### config.mk
export PLATFORM = sky130hd
export DESIGN_NAME = lfsr_search_ctrl
export DESIGN_NICKNAME = d
export VERILOG_FILES = /design/src/rtl/lfsr_am_pkg.sv /design/src/rtl/lfsr_step.sv /design/src/rtl/lfsr_search_ctrl.sv
export SDC_FILE = /design/constraint.sdc
export NUM_CORES = 1
export LEC_CHECK = 0
export CAP_MARGIN = 10
export CORE_ASPECT_RATIO = 1.75
export CORE_MARGIN = 5
export CORE_UTILIZATION = 40
export CTS_BUF_LIST = sky130_fd_sc_hd__clkbuf_16
export CTS_CLUSTER_DIAMETER = 60
export CTS_CLUSTER_SIZE = 28
export DETAILED_ROUTE_END_ITERATION = 8
export GPL_ROUTABILITY_DRIVEN = 1
export PLACE_DENSITY_LB_ADDON = 0.25
export RECOVER_POWER = 25
export REMOVE_ABC_BUFFERS = 1
export SYNTH_ARGS = -nofsm -noshare
export SYNTH_HDL_FRONTEND = slang
export SYNTH_HIERARCHICAL = 1
export SYNTH_SLANG_ARGS = --single-unit
### constraint.sdc
create_clock -name Clk -period 1.55 [get_ports Clk]
set_input_delay 0.31 -clock Clk [delete_from_list [all_inputs] [get_ports Clk]]
set_output_delay 0.31 -clock Clk [all_outputs]
set_load 0.01 [all_outputs]
### src/rtl/lfsr_am_pkg.sv
// ============================================================================
// Module      : lfsr_am_pkg
// Description : Shared types and helpers for the LFSR-ordered associative
//               memory search and write-side sequencers.
// Revision    : 1.0
// ============================================================================
`timescale 1ns/1ps
`default_nettype none

package lfsr_am_pkg;

    typedef enum logic [1:0] {
        ST_IDLE   = 2'd0,
        ST_SCAN   = 2'd1,
        ST_DRAIN  = 2'd2,
        ST_FINISH = 2'd3
    } search_state_t;

    // Maximal-length Fibonacci feedback masks for left-shifting LFSRs.
    function automatic logic [7:0] default_taps(input int width);
        case (width)
            3:       return 8'b0000_0110;
            4:       return 8'b0000_1100;
            5:       return 8'b0001_0100;
            6:       return 8'b0011_0000;
            7:       return 8'b0110_0000;
            8:       return 8'b1011_1000;
            default: return 8'b0000_1100;
        endcase
    endfunction

    function automatic int n_ent(input int width);
        return (1 << width) - 1;
    endfunction

endpackage

`default_nettype wire

### src/rtl/lfsr_step.sv
// ============================================================================
// Module      : lfsr_step
// Description : Combinational next-state of a Fibonacci LFSR (shift left,
//               feedback into bit 0).
// Revision    : 1.0
// ============================================================================
`timescale 1ns/1ps
`default_nettype none

module lfsr_step #(
    parameter int                ADDR_W = 4,
    parameter logic [ADDR_W-1:0] TAPS   = 4'b1100
) (
    input  logic [ADDR_W-1:0] i_lfsr,
    output logic [ADDR_W-1:0] o_lfsr_next
);

    logic w_fb;

    assign w_fb        = ^(i_lfsr & TAPS);
    assign o_lfsr_next = {i_lfsr[ADDR_W-2:0], w_fb};

endmodule

`default_nettype wire

### src/rtl/lfsr_search_ctrl.sv
// ============================================================================
// Module      : lfsr_search_ctrl
// Description : Walks the associative memory in LFSR order, feeds the
//               comparator and reports the first matching address.
// Revision    : 1.0
// ============================================================================
`timescale 1ns/1ps
`default_nettype none

module lfsr_search_ctrl
    import lfsr_am_pkg::*;
#(
    parameter int                ADDR_W = 4,
    parameter int                DATA_W = 8,
    parameter logic [ADDR_W-1:0] TAPS   = ADDR_W'(default_taps(ADDR_W)),
    parameter logic [ADDR_W-1:0] SEED   = ADDR_W'(1)
) (
    input  logic              Clk,
    input  logic              Reset,
    input  logic              Start,
    input  logic [DATA_W-1:0] Key,
    output logic              Busy,
    output logic              Done,
    output logic              Found,
    output logic [ADDR_W-1:0] Found_Addr,
    output logic [ADDR_W-1:0] Mem_Addr,
    output logic              Mem_Rd_En,
    input  logic [DATA_W-1:0] Mem_Data,
    output logic [DATA_W-1:0] Cmp_Temp,
    output logic [DATA_W-1:0] Cmp_Mem_Data,
    output logic              Cmp_Enable,
    input  logic              Compare_Found
);

    localparam logic [ADDR_W-1:0] c_last_issue = ADDR_W'(n_ent(ADDR_W) - 1);

    search_state_t     r_state;
    search_state_t     w_state_next;
    logic [ADDR_W-1:0] r_lfsr;
    logic [ADDR_W-1:0] w_lfsr_next;
    logic [ADDR_W-1:0] r_addr;
    logic [ADDR_W-1:0] r_count;
    logic [DATA_W-1:0] r_key;
    logic              r_valid;
    logic              r_found;
    logic [ADDR_W-1:0] r_found_addr;
    logic              w_hit;
    logic              w_issue;
    logic              w_accept;

    lfsr_step #(
        .ADDR_W (ADDR_W),
        .TAPS   (TAPS)
    ) u_lfsr_step (
        .i_lfsr      (r_lfsr),
        .o_lfsr_next (w_lfsr_next)
    );

    // A hit suppresses the read that would otherwise issue in the same cycle,
    // so nothing is left in flight once the result is known.
    assign w_hit    = r_valid & Compare_Found;
    assign w_issue  = (r_state == ST_SCAN) & ~w_hit;
    assign w_accept = (r_state == ST_IDLE) & Start;

    always_comb begin
        w_state_next = r_state;
        case (r_state)
            ST_IDLE: begin
                if (Start) w_state_next = ST_SCAN;
            end
            ST_SCAN: begin
                if (w_hit)                       w_state_next = ST_FINISH;
                else if (r_count == c_last_issue) w_state_next = ST_DRAIN;
            end
            ST_DRAIN:  w_state_next = ST_FINISH;
            ST_FINISH: w_state_next = ST_IDLE;
            default:   w_state_next = ST_IDLE;
        endcase
    end

    always_ff @(posedge Clk) begin
        if (Reset) begin
            r_state      <= ST_IDLE;
            r_lfsr       <= SEED;
            r_addr       <= '0;
            r_count      <= '0;
            r_key        <= '0;
            r_valid      <= 1'b0;
            r_found      <= 1'b0;
            r_found_addr <= '0;
        end else begin
            r_state <= w_state_next;
            r_valid <= w_issue;
            if (w_accept) begin
                r_key        <= Key;
                r_lfsr       <= SEED;
                r_count      <= '0;
                r_found      <= 1'b0;
                r_found_addr <= '0;
            end
            if (w_issue) begin
                r_addr  <= r_lfsr;
                r_lfsr  <= w_lfsr_next;
                r_count <= r_count + 1'b1;
            end
            if (w_hit) begin
                r_found      <= 1'b1;
                r_found_addr <= r_addr;
            end
        end
    end

    assign Busy         = (r_state != ST_IDLE);
    assign Done         = (r_state == ST_FINISH);
    assign Found        = r_found;
    assign Found_Addr   = r_found_addr;
    assign Mem_Rd_En    = w_issue;
    assign Mem_Addr     = w_issue ? r_lfsr : '0;
    assign Cmp_Temp     = r_key;
    assign Cmp_Mem_Data = Mem_Data;
    assign Cmp_Enable   = r_valid;

endmodule

`default_nettype wire

==> results.json <==
{
  "final_util_pct": 56.3,
  "leakagePower_nw": 0.740,
  "met3_usage_pct": 3.87,
  "cap_violations": 0,
  "synthDistinctLibCells": 28,
  "status": "finished, violations left",
  "dpl.hpwl_um": 2140,
  "finClkSkew_ns": 0.00351,
  "p_sw_share_pct": 34.1,
  "numCtsBuffers": 3,
  "dieArea_um2": 4490,
  "grt_max_degree": 29,
  "drt_iter0_markers": 14,
  "pin_count": 49,
  "grt_pass1_wl_um": 4550,
  "busiest_layer": "met2",
  "p_seq_share_pct": 34.3,
  "drt-total-wl_um": 2880,
  "initial_core_util_pct": 40.9,
  "syn_area_um2": 1290,
  "power.internal_mw": 1.81,
  "rsz0062_at_grt": "true",
  "wl_per_cell_um": 12.7,
  "seq_area_frac_synth_pct": 43.6,
  "finalMaxSlewViolations": 0,
  "syn_to_final_growth_pct": 37.5,
  "gp_congestion": 0.721,
  "crit_fanout": 7,
  "postLayoutCellArea_um2": 1770,
  "root_buffer": "clkbuf_16",
  "overflow": 0,
  "setup_viol_count_final": 5,
  "remaining_drc_errors": 0,
  "placed_cells": 222,
  "gr-usage-met2_pct": 23.9,
  "worstMarginPinSlew_ns": 0.210,
  "setup_ws_ns": -0.0786,
  "fmax_mhz": 614,
  "power_frac_comb_pct": 44.8,
  "ant_nets": 0,
  "crit_required_ns": 1.24,
  "p_sw_uw": 935,
  "multi_input_area_um2": 594,
  "p_total_mw": 2.75,
  "async_flop_share_pct": 0,
  "num_antenna_cells": 0,
  "clkPwrFrac_pct": 20.8,
  "violations": "negative setup slack",
  "fin_tns_setup_ns": -0.330,
  "cts_tree": "done",
  "placed_area_um2": 1630,
  "fin_crit_ns": 1.63,
  "via_count": 1087,
  "clock_sinks": 28,
  "use_met1_pct": 13.3,
  "die_x_um": 52.9,
  "syn-mean-instance-area_um2": 8.35,
  "clock_path_buffers": 2,
  "crit_arrival_ns": 1.32,
  "synth-edff-count": 0,
  "synth_cells": 154,
  "p_per_area_nw_per_um2": 1550,
  "row_count": 27,
  "grt_pass1_vias": 1056,
  "portBuffers": 32,
  "die_h_um": 85.0,
  "gr-usage-all-layers_pct": 12.9,
  "fin_crit_sh_pct": 105,
  "drive_gt1_share_pct": 25.5,
  "register_area_um2": 563,
  "crit_path_start_kind": "flip-flop",
  "first_pass_iters": 4,
  "yosysWarnings": 6,
  "clk_pin_slew_ns": 0.07,
  "avgViaCountPerCell": 4.79,
  "hold_violations": 0,
  "ys.flop_type": "dfxtp_1",
  "fillers": 304,
  "worstSetupEndpointType": "primary output",
  "critical_path_class": "flip-flop to primary output",
  "worst_skew_pair.late_latency_ns": 0.26,
  "relSlewSlack_pct": 86.0,
  "ctsHtreeMaxLevel": 1,
  "hp-class": "flip-flop to flip-flop",
  "core-area_um2": 3140,
  "ys_ff_latch": 28,
  "nets": 211,
  "peakVddDrop_v": 0.00102,
  "antenna_found_initial": 0,
  "fin_cells": 227
}
## path summary, 6_finish.rpt
path                               endpoint  slack [ns]  cells past startpoint   startpoint
worst max-delay path              Mem_Rd_En       -0.08                      6   r_state[1]
worst min-delay path            Cmp_Temp[4]        0.45                      2  Cmp_Temp[4]
worst max register to register   r_state[1]        0.10                      8   r_state[1]
worst min register to register  Cmp_Temp[4]        0.45                      2  Cmp_Temp[4]
## placed cells by master (no fill, tap or decap), types with 2 or more instances in the layout
master           instances
buf_4                   12
clkbuf_16                3
nand2_2                  5
inv_2                    5
dlygate4sd2_1            2
a211oi_2                 2
nand2_1                 24
dfxtp_2                  2
clkdlybuf4s50_1         24
nor2_1                  14
a22oi_1                  4
buf_6                    6
dfxtp_1                 26
ha_1                     4
a21oi_1                 20
inv_1                    3
nand3_1                  6
## layout make-up
| class | count | area share, % |
|---|---|---|
| well taps | 43 | 3.04 |
| flip-flops and latches | 28 | 31.8 |
| multi-input cells | 97 | 33.6 |
| inverters | 9 | 2.19 |
| clock inverters | 1 | 0.212 |
| repair buffers | 46 | 24.9 |
| clock buffers | 3 | 4.24 |
## power groups by stage
stage	Clock [mW]	Sequential, mW	Combinational [mW]
finish	0.572	0.942	1.23
global route	0.616	0.958	1.35
CTS	0.584	0.938	1.12
detailed placement	0	0.939	1.14
global placement	0	0.936	1.10
floorplan	0	0.957	0.547
## logic make-up (layout without fill, tap and decap cells)
family	Yosys count	after routing	synth area share, %
simple gates	56	56	18.2
compound gates	33	33	16.8
buf+inv	29	59	14.1
flops	28	28	43.6
fa+ha+maj	6	6	5.84
xor+xnor	1	1	0.681
mux	1	1	0.778
## through the flow
step | hold slack, ns | setup slack [ns]
finish | 0.453 | -0.0786
global route | 0.478 | -0.125
CTS | 0.456 | -0.100
detailed placement | 0.446 | -0.494
global placement | 0.442 | -0.458
floorplan | 0.375 | 0.119
## routing by layer
| layer | wire length, µm | part of all wire [%] | up-vias |
|---|---|---|---|
| met2 | 1580 | 55 | 41 |
| li1 | - | - | 545 |
| met5 | 0 | 0 | - |
| met3 | 208 | 7.2 | 2 |
| met1 | 1070 | 37 | 499 |
| met4 | 25 | 0.87 | 0 |
## repair_timing
action | 4_1_cts | 5_1_grt
pin swaps | 0 | 4
setup endpoints to repair | 8 | 20
resized for setup | 32 | 23
buffers inserted | 0 | 1
hold buffers | 0 | 0
## synthesized netlist by cell type, types with 2 or more instances
cell	n	area, µm²
ha_1	6	75.1
a22oi_1	4	30.0
a211oi_2	2	25.0
and2_1	2	12.5
buf_2	5	25.0
nand2_1	29	109
nand3_1	6	30.0
buf_4	12	90.1
dfxtp_1	28	561
nor2_1	14	52.6
a21oi_1	20	100
nor2_2	2	12.5
inv_1	8	30.0
a21oi_2	2	17.5
## critical path, stage by stage, from the launching register on
cell	delay [ns]
dfxtp_2	0.33
inv_2	0.05
ha_4	0.15
a21bo_4	0.19
clkinv_4	0.08
buf_4	0.14
buf_6	0.11
## state kept, by name, indices dropped and copies added (netlist names)
register and cells:
Cmp_Temp 8, Found_Addr 4, r_addr 4, r_count 4
r_lfsr 4, r_state 2, Cmp_Enable 1, Found 1
Power figures use the tool's default switching activity.
